--- config.mk ---
export PLATFORM = sky130hd
export DESIGN_NAME = rf_dump_ctrl
export DESIGN_NICKNAME = d
export VERILOG_FILES = /design/src/rtl/rf_dump_ctrl.sv
export SDC_FILE = /design/constraint.sdc
export NUM_CORES = 1
export LEC_CHECK = 0
export CORE_UTILIZATION = 40
export CTS_BUF_LIST = sky130_fd_sc_hd__clkbuf_4
export DETAILED_ROUTE_END_ITERATION = 16
export PLACE_DENSITY = 0.82
export SYNTH_ARGS = -nofsm -noshare
export SYNTH_HDL_FRONTEND = slang
export SYNTH_SLANG_ARGS = --single-unit
--- constraint.sdc ---
create_clock -name clk -period 2.1 [get_ports clk]
set_clock_uncertainty 0.2 [all_clocks]
set_input_delay 0.42 -clock clk [delete_from_list [all_inputs] [get_ports clk]]
set_output_delay 0.42 -clock clk [all_outputs]
set_load 0.1 [all_outputs]
--- src/rtl/rf_dump_ctrl.sv ---
// rf_dump_ctrl: run-control and register-dump block for sccomp.
// Lets the CPU run until HALT_PC or a cycle budget is reached. It then
// freezes the CPU, reads all 32 GPRs through the debug port, and streams
// them out over a valid/ready interface.
module rf_dump_ctrl #(
  parameter logic [31:0] HALT_PC    = 32'h00000048,
  parameter int          MAX_CYCLES = 1000,
  parameter int          CNT_W      = 16
) (
  input  logic             clk,
  input  logic             rstn,
  input  logic [31:0]      pc_i,
  output logic [4:0]       reg_sel_o,
  input  logic [31:0]      reg_data_i,
  output logic             cpu_en_o,
  output logic             dump_valid_o,
  input  logic             dump_ready_i,
  output logic [4:0]       dump_idx_o,
  output logic [31:0]      dump_data_o,
  output logic             done_o,
  output logic             timeout_o,
  output logic [CNT_W-1:0] cycle_cnt_o
);

  localparam logic [CNT_W-1:0] MAX_CNT = CNT_W'(MAX_CYCLES);

  typedef enum logic [1:0] {
    RUN  = 2'd0,
    SCAN = 2'd1,
    DONE = 2'd2
  } state_t;

  state_t           state;
  state_t           state_nxt;
  logic [CNT_W-1:0] cycle_cnt;
  // Bit 5 set means all 32 indices have been loaded into the output slot.
  logic [5:0]       scan_idx;
  logic             pc_hit;
  logic             budget_hit;
  logic             load;
  logic             accept;
  logic             last_accept;

  assign cycle_cnt_o = cycle_cnt;

  // Decode run/stop conditions, slot handshakes and the next state.
  always_comb begin
    pc_hit      = (pc_i == HALT_PC);
    budget_hit  = (cycle_cnt == MAX_CNT);
    cpu_en_o    = (state == RUN) && !pc_hit && !budget_hit;
    accept      = dump_valid_o && dump_ready_i;
    load        = (state == SCAN) && (!dump_valid_o || dump_ready_i) && !scan_idx[5];
    last_accept = (state == SCAN) && accept && scan_idx[5] && (dump_idx_o == 5'd31);
    reg_sel_o   = 5'd0;
    state_nxt   = state;
    case (state)
      RUN: begin
        if (pc_hit || budget_hit) begin
          state_nxt = SCAN;
        end else begin
          state_nxt = RUN;
        end
      end
      SCAN: begin
        reg_sel_o = scan_idx[4:0];
        if (last_accept) begin
          state_nxt = DONE;
        end else begin
          state_nxt = SCAN;
        end
      end
      DONE: begin
        state_nxt = DONE;
      end
      default: begin
        state_nxt = RUN;
      end
    endcase
  end

  // State register.
  always_ff @(posedge clk or negedge rstn) begin
    if (!rstn) begin
      state <= RUN;
    end else begin
      state <= state_nxt;
    end
  end

  // Count cycles in which the CPU was allowed to execute.
  always_ff @(posedge clk or negedge rstn) begin
    if (!rstn) begin
      cycle_cnt <= '0;
    end else if (cpu_en_o) begin
      cycle_cnt <= cycle_cnt + CNT_W'(1);
    end
  end

  // Flag a budget stop; a simultaneous PC match counts as a normal halt.
  always_ff @(posedge clk or negedge rstn) begin
    if (!rstn) begin
      timeout_o <= 1'b0;
    end else if ((state == RUN) && !pc_hit && budget_hit) begin
      timeout_o <= 1'b1;
    end
  end

  // Output slot: load the next register, hold it under back-pressure, finish on the last accept.
  always_ff @(posedge clk or negedge rstn) begin
    if (!rstn) begin
      scan_idx     <= 6'd0;
      dump_valid_o <= 1'b0;
      dump_idx_o   <= 5'd0;
      dump_data_o  <= 32'h0;
      done_o       <= 1'b0;
    end else begin
      if (load) begin
        dump_idx_o   <= scan_idx[4:0];
        dump_data_o  <= (scan_idx == 6'd0) ? 32'h0 : reg_data_i;
        dump_valid_o <= 1'b1;
        scan_idx     <= scan_idx + 6'd1;
      end else if (accept) begin
        dump_valid_o <= 1'b0;
      end
      if (last_accept) begin
        done_o <= 1'b1;
      end
    end
  end

endmodule

==> metrics.md <==
| Metric | Value |
|---|---|
| Worst-path fanout max | `2` |
| Yosys reg bits | `between 60 and 70` |
| Placed Area | `about 4900 um^2` |
| Clk buf depth | `2` |
| Cell Rows | `30` |
| Worst-margin pin slew | `~0.63 ns` |
| Initial drt markers | `73` |
| RSZ-0062 raised after global routing | `yes` |
| Syn_nets | `298` |
| RR Endpoint | `cycle_cnt_o[1]$_DFFE_PN0P_` |
| Final HPWL DP | `between 5000 and 6000 um` |
| H-tree Lvls | `3` |
| Slew headroom | `0.5814` |
| Seq/Total Area, Yosys | `0.5761` |
| # DRC | `0` |
| Crit. End Element | `primary output` |
| R2r setup slk | `roughly 0.08 ns` |
| Fillcell total | `around 420` |
| Dpl cells | `approximately 450` |
| Max-cap violation count | `0` |
| GPL Wtd Cong | `around 0.81` |
| Synthesis-to-layout area growth | `84.47%` |
| Clock-pin slew on the worst setup and hold paths | `0.12 ns` |
| Clock latency on the worst-skew pair | `between 0.3 and 0.4 ns` |
| Post-route cell area | `5129 um^2` |
| Antenna cells | `0` |
| GR Util All Layers | `0.2210` |
| Startpoint types | `flip-flop` |
| Total core area | `roughly 6800 um^2` |
| Post-synth EDFFs | `0` |
| Post-Synth Simple-Gate Area | `0.1724` |
| Fin crit share | `1.208` |
| Main combinational cell family by area after synthesis | `simple AND/OR/NAND/NOR gates` |
| Port bufs | `128` |
| Synth Area in Compound Gates | `0.1301` |
| Endpoint, Worst Hold | `scan_idx[4]$_DFFE_PN0P_` |
| Kind of critical path | `reg -> out` |
| Grt total ovfl | `0` |
| R2R depth | `7` |
| Status | `complete, but fails checks` |
| Tmin final | `around 2.5 ns` |
| Worst path cell trace | `inv_2 -> ha_4 -> nor3b_1 -> and4_4 -> or3_4 -> clkinvlp_4 -> buf_12` |
| Syn Inst Count | `roughly 230` |
| Crit-path max cell delay | `0.42 ns` |
| Synth Area in Adders | `0.01800` |
| Share of layout cells above drive strength 1 | `0.3618` |
| I/O pin count | `129` |
| First-pass GRT wire length | `approximately 12,000 um` |
| CTS buffer count | `9` |
| Final setup viols | `1` |
| Initial antenna violation count | `0` |
| Ys async rst share | `1.000` |
| Multi-input logic area | `1107 um^2` |
| Xor-xnor portion of the synthesized cell area | `0.05986` |
| Layout Nets | `453` |
| Achievable clock frequency | `around 0.39 GHz` |
| Power Density | `around 400 nW/um^2` |
| Synth cell types | `40` |
| Commonest cells after routing, fill and taps aside | `clkdlybuf4s50_1 (65), buf_12 (65), dfrtp_1 (46)` |
| Via count | `~2,400` |
| Failing checks | `setup timing` |
| Largest net degree at the start of global routing | `42` |
| Worst min-delay path category | `reg -> reg` |
| Avg Cell Area, Syn | `about 12 um^2` |
| Vias in the first global route | `2,590` |
| RR Startpoint | `cycle_cnt_o[0]$_DFFE_PN0P_` |
| WL/cell | `approximately 15 um` |
| Final hold vios | `0` |
| Post-route insts no fill | `roughly 470` |
| TritonCTS Sinks | `64` |
| Die Width | `~85 um` |
| Starting Density | `0.4115` |
| Die height | `85.37 um` |
| Worst Hold Launch | `scan_idx[4]$_DFFE_PN0P_` |
| Yosys warnings | `0` |
| Final ANT Viol Nets | `0` |
| Max-slew violations | `0` |
| Die area | `approximately 7300 um^2` |
| Total routed wirelength | `7146 um` |
| Hold Path Stages | `1` |
| Worst IR drop on VDD | `411.8 uV` |
| Mux contribution to synthesized area | `0.009001` |
| P_leak | `roughly 0.0023 uW` |
| Arrival time at the worst endpoint | `roughly 1.9 ns` |
| Top_reg_cell synth | `dfrtp_1` |
| Critical path's slowest cell | `dfrtp_4` |
| Via density per instance | `between 5 and 6` |
| FF/Latch Area | `roughly 1600 um^2` |
| Drt pass-1 iters | `5` |
| Mapped Area | `roughly 2800 um^2` |
| Worst Path Required | `about 1.5 ns` |
| CTS tree | `built` |
| Clock root cell | `clkbuf_4` |
| Fin worst setup slack | `-0.4377 ns` |
layout make-up:
type,instances,area share
Multi-Input combinational cell,144,0.2159
Tap cell,80,0.01952
Clock inverter,7,0.009271
Inverter,7,0.005855
Sequential cell,64,0.3176
Clock buffer,9,0.01317
Timing Repair Buffer,156,0.4186
worst max-delay path: cells and delay by family (launching register included):
| kind | cells | cell delay [ns] |
|---|---|---|
| and+or+nand+nor | 3 | 0.67 |
| buffers and inverters | 3 | 0.29 |
| adders and majority gates | 1 | 0.15 |
| DFF | 1 | 0.42 |
synthesized netlist by cell type, types with 2 or more instances:
master,instances,share of area
nor2_1,6,0.0081
nor3b_1,2,0.0054
and3b_1,2,0.0063
nand3_1,6,0.011
nand2_1,15,0.020
buf_4,4,0.011
inv_1,7,0.0095
clkbuf_1,5,0.0068
o21ai_0,4,0.0072
nand4_1,6,0.014
xor2_1,13,0.041
dfrtp_1,64,0.58
buf_2,2,0.0036
nor4_1,12,0.027
xnor2_1,6,0.019
a22o_1,32,0.10
nor4b_1,6,0.019
ha_1,4,0.018
and2_1,6,0.014
nor3_1,5,0.0090
metrics by stage:
step	util	hold slack (ns)	TNS, ns	setup WS (ns)	total power, uW
final	0.7591	0.3045	-0.4377	-0.4377	2090
after global routing	0.7591	0.3275	-0.5341	-0.5341	2202
after CTS	0.7526	0.3112	-0.4845	-0.4845	2123
after detailed placement	0.7313	0.2762	-4.202	-0.4429	1414
after global placement	0.7313	0.2707	-3.704	-0.4247	1410
after floorplan	-	-0.07559	-0.4728	-0.4088	1260
per-layer routing:
metal,track usage,routed length (um),up-vias
li1,-,-,1139
met1,0.2527,2845,1187
met2,0.3673,3620,94
met3,0.08171,535,12
met4,0.1076,144,0
met5,0,0,-
power by group:
group / internal [uW] / total, uW / switching [uW]
combinational: 113 / 158 / 44.7
clock: 240 / 701 / 461
sequential: 1230 / 1230 / 0.0132
total: 1580 / 2090 / 506
how the worst max path moves through the flow:
stage | from | end | slack [ns]
final | cycle_cnt_o[0]$_DFFE_PN0P_ | cpu_en_o | -0.44
after global routing | cycle_cnt_o[0]$_DFFE_PN0P_ | cpu_en_o | -0.53
after CTS | cycle_cnt_o[0]$_DFFE_PN0P_ | cpu_en_o | -0.48
after detailed placement | pc_i[13] | cpu_en_o | -0.44
after global placement | pc_i[1] | cpu_en_o | -0.42
after floorplan | cycle_cnt_o[0]$_DFFE_PN0P_ | cpu_en_o | -0.41
sequential cells by signal, summed over array words and instances, names as in the netlist:
name,flops
done_o,1
dump_idx_o,5
dump_data_o,32
dump_valid_o,1
timeout_o,1
scan_idx,6
state,2
cycle_cnt_o,16
cells by family (layout without fill, tap and decap cells):
kind of cell	Yosys count	in the layout
buf+inv	19	179
simple gates	78	78
mux	2	2
fa+ha+maj	4	4
compound gates	41	41
xor+xnor	19	19
flops	64	64
timing repair:
item | CTS | global route
hold buffers | 1 | 0
endpoints found under the setup margin | 6 | 6
buffers inserted | 1 | 4
gates cloned | 0 | 0
hold endpoints to repair | 26 | 0
gates resized for setup | 2 | 3
Power figures use the tool's default switching activity.
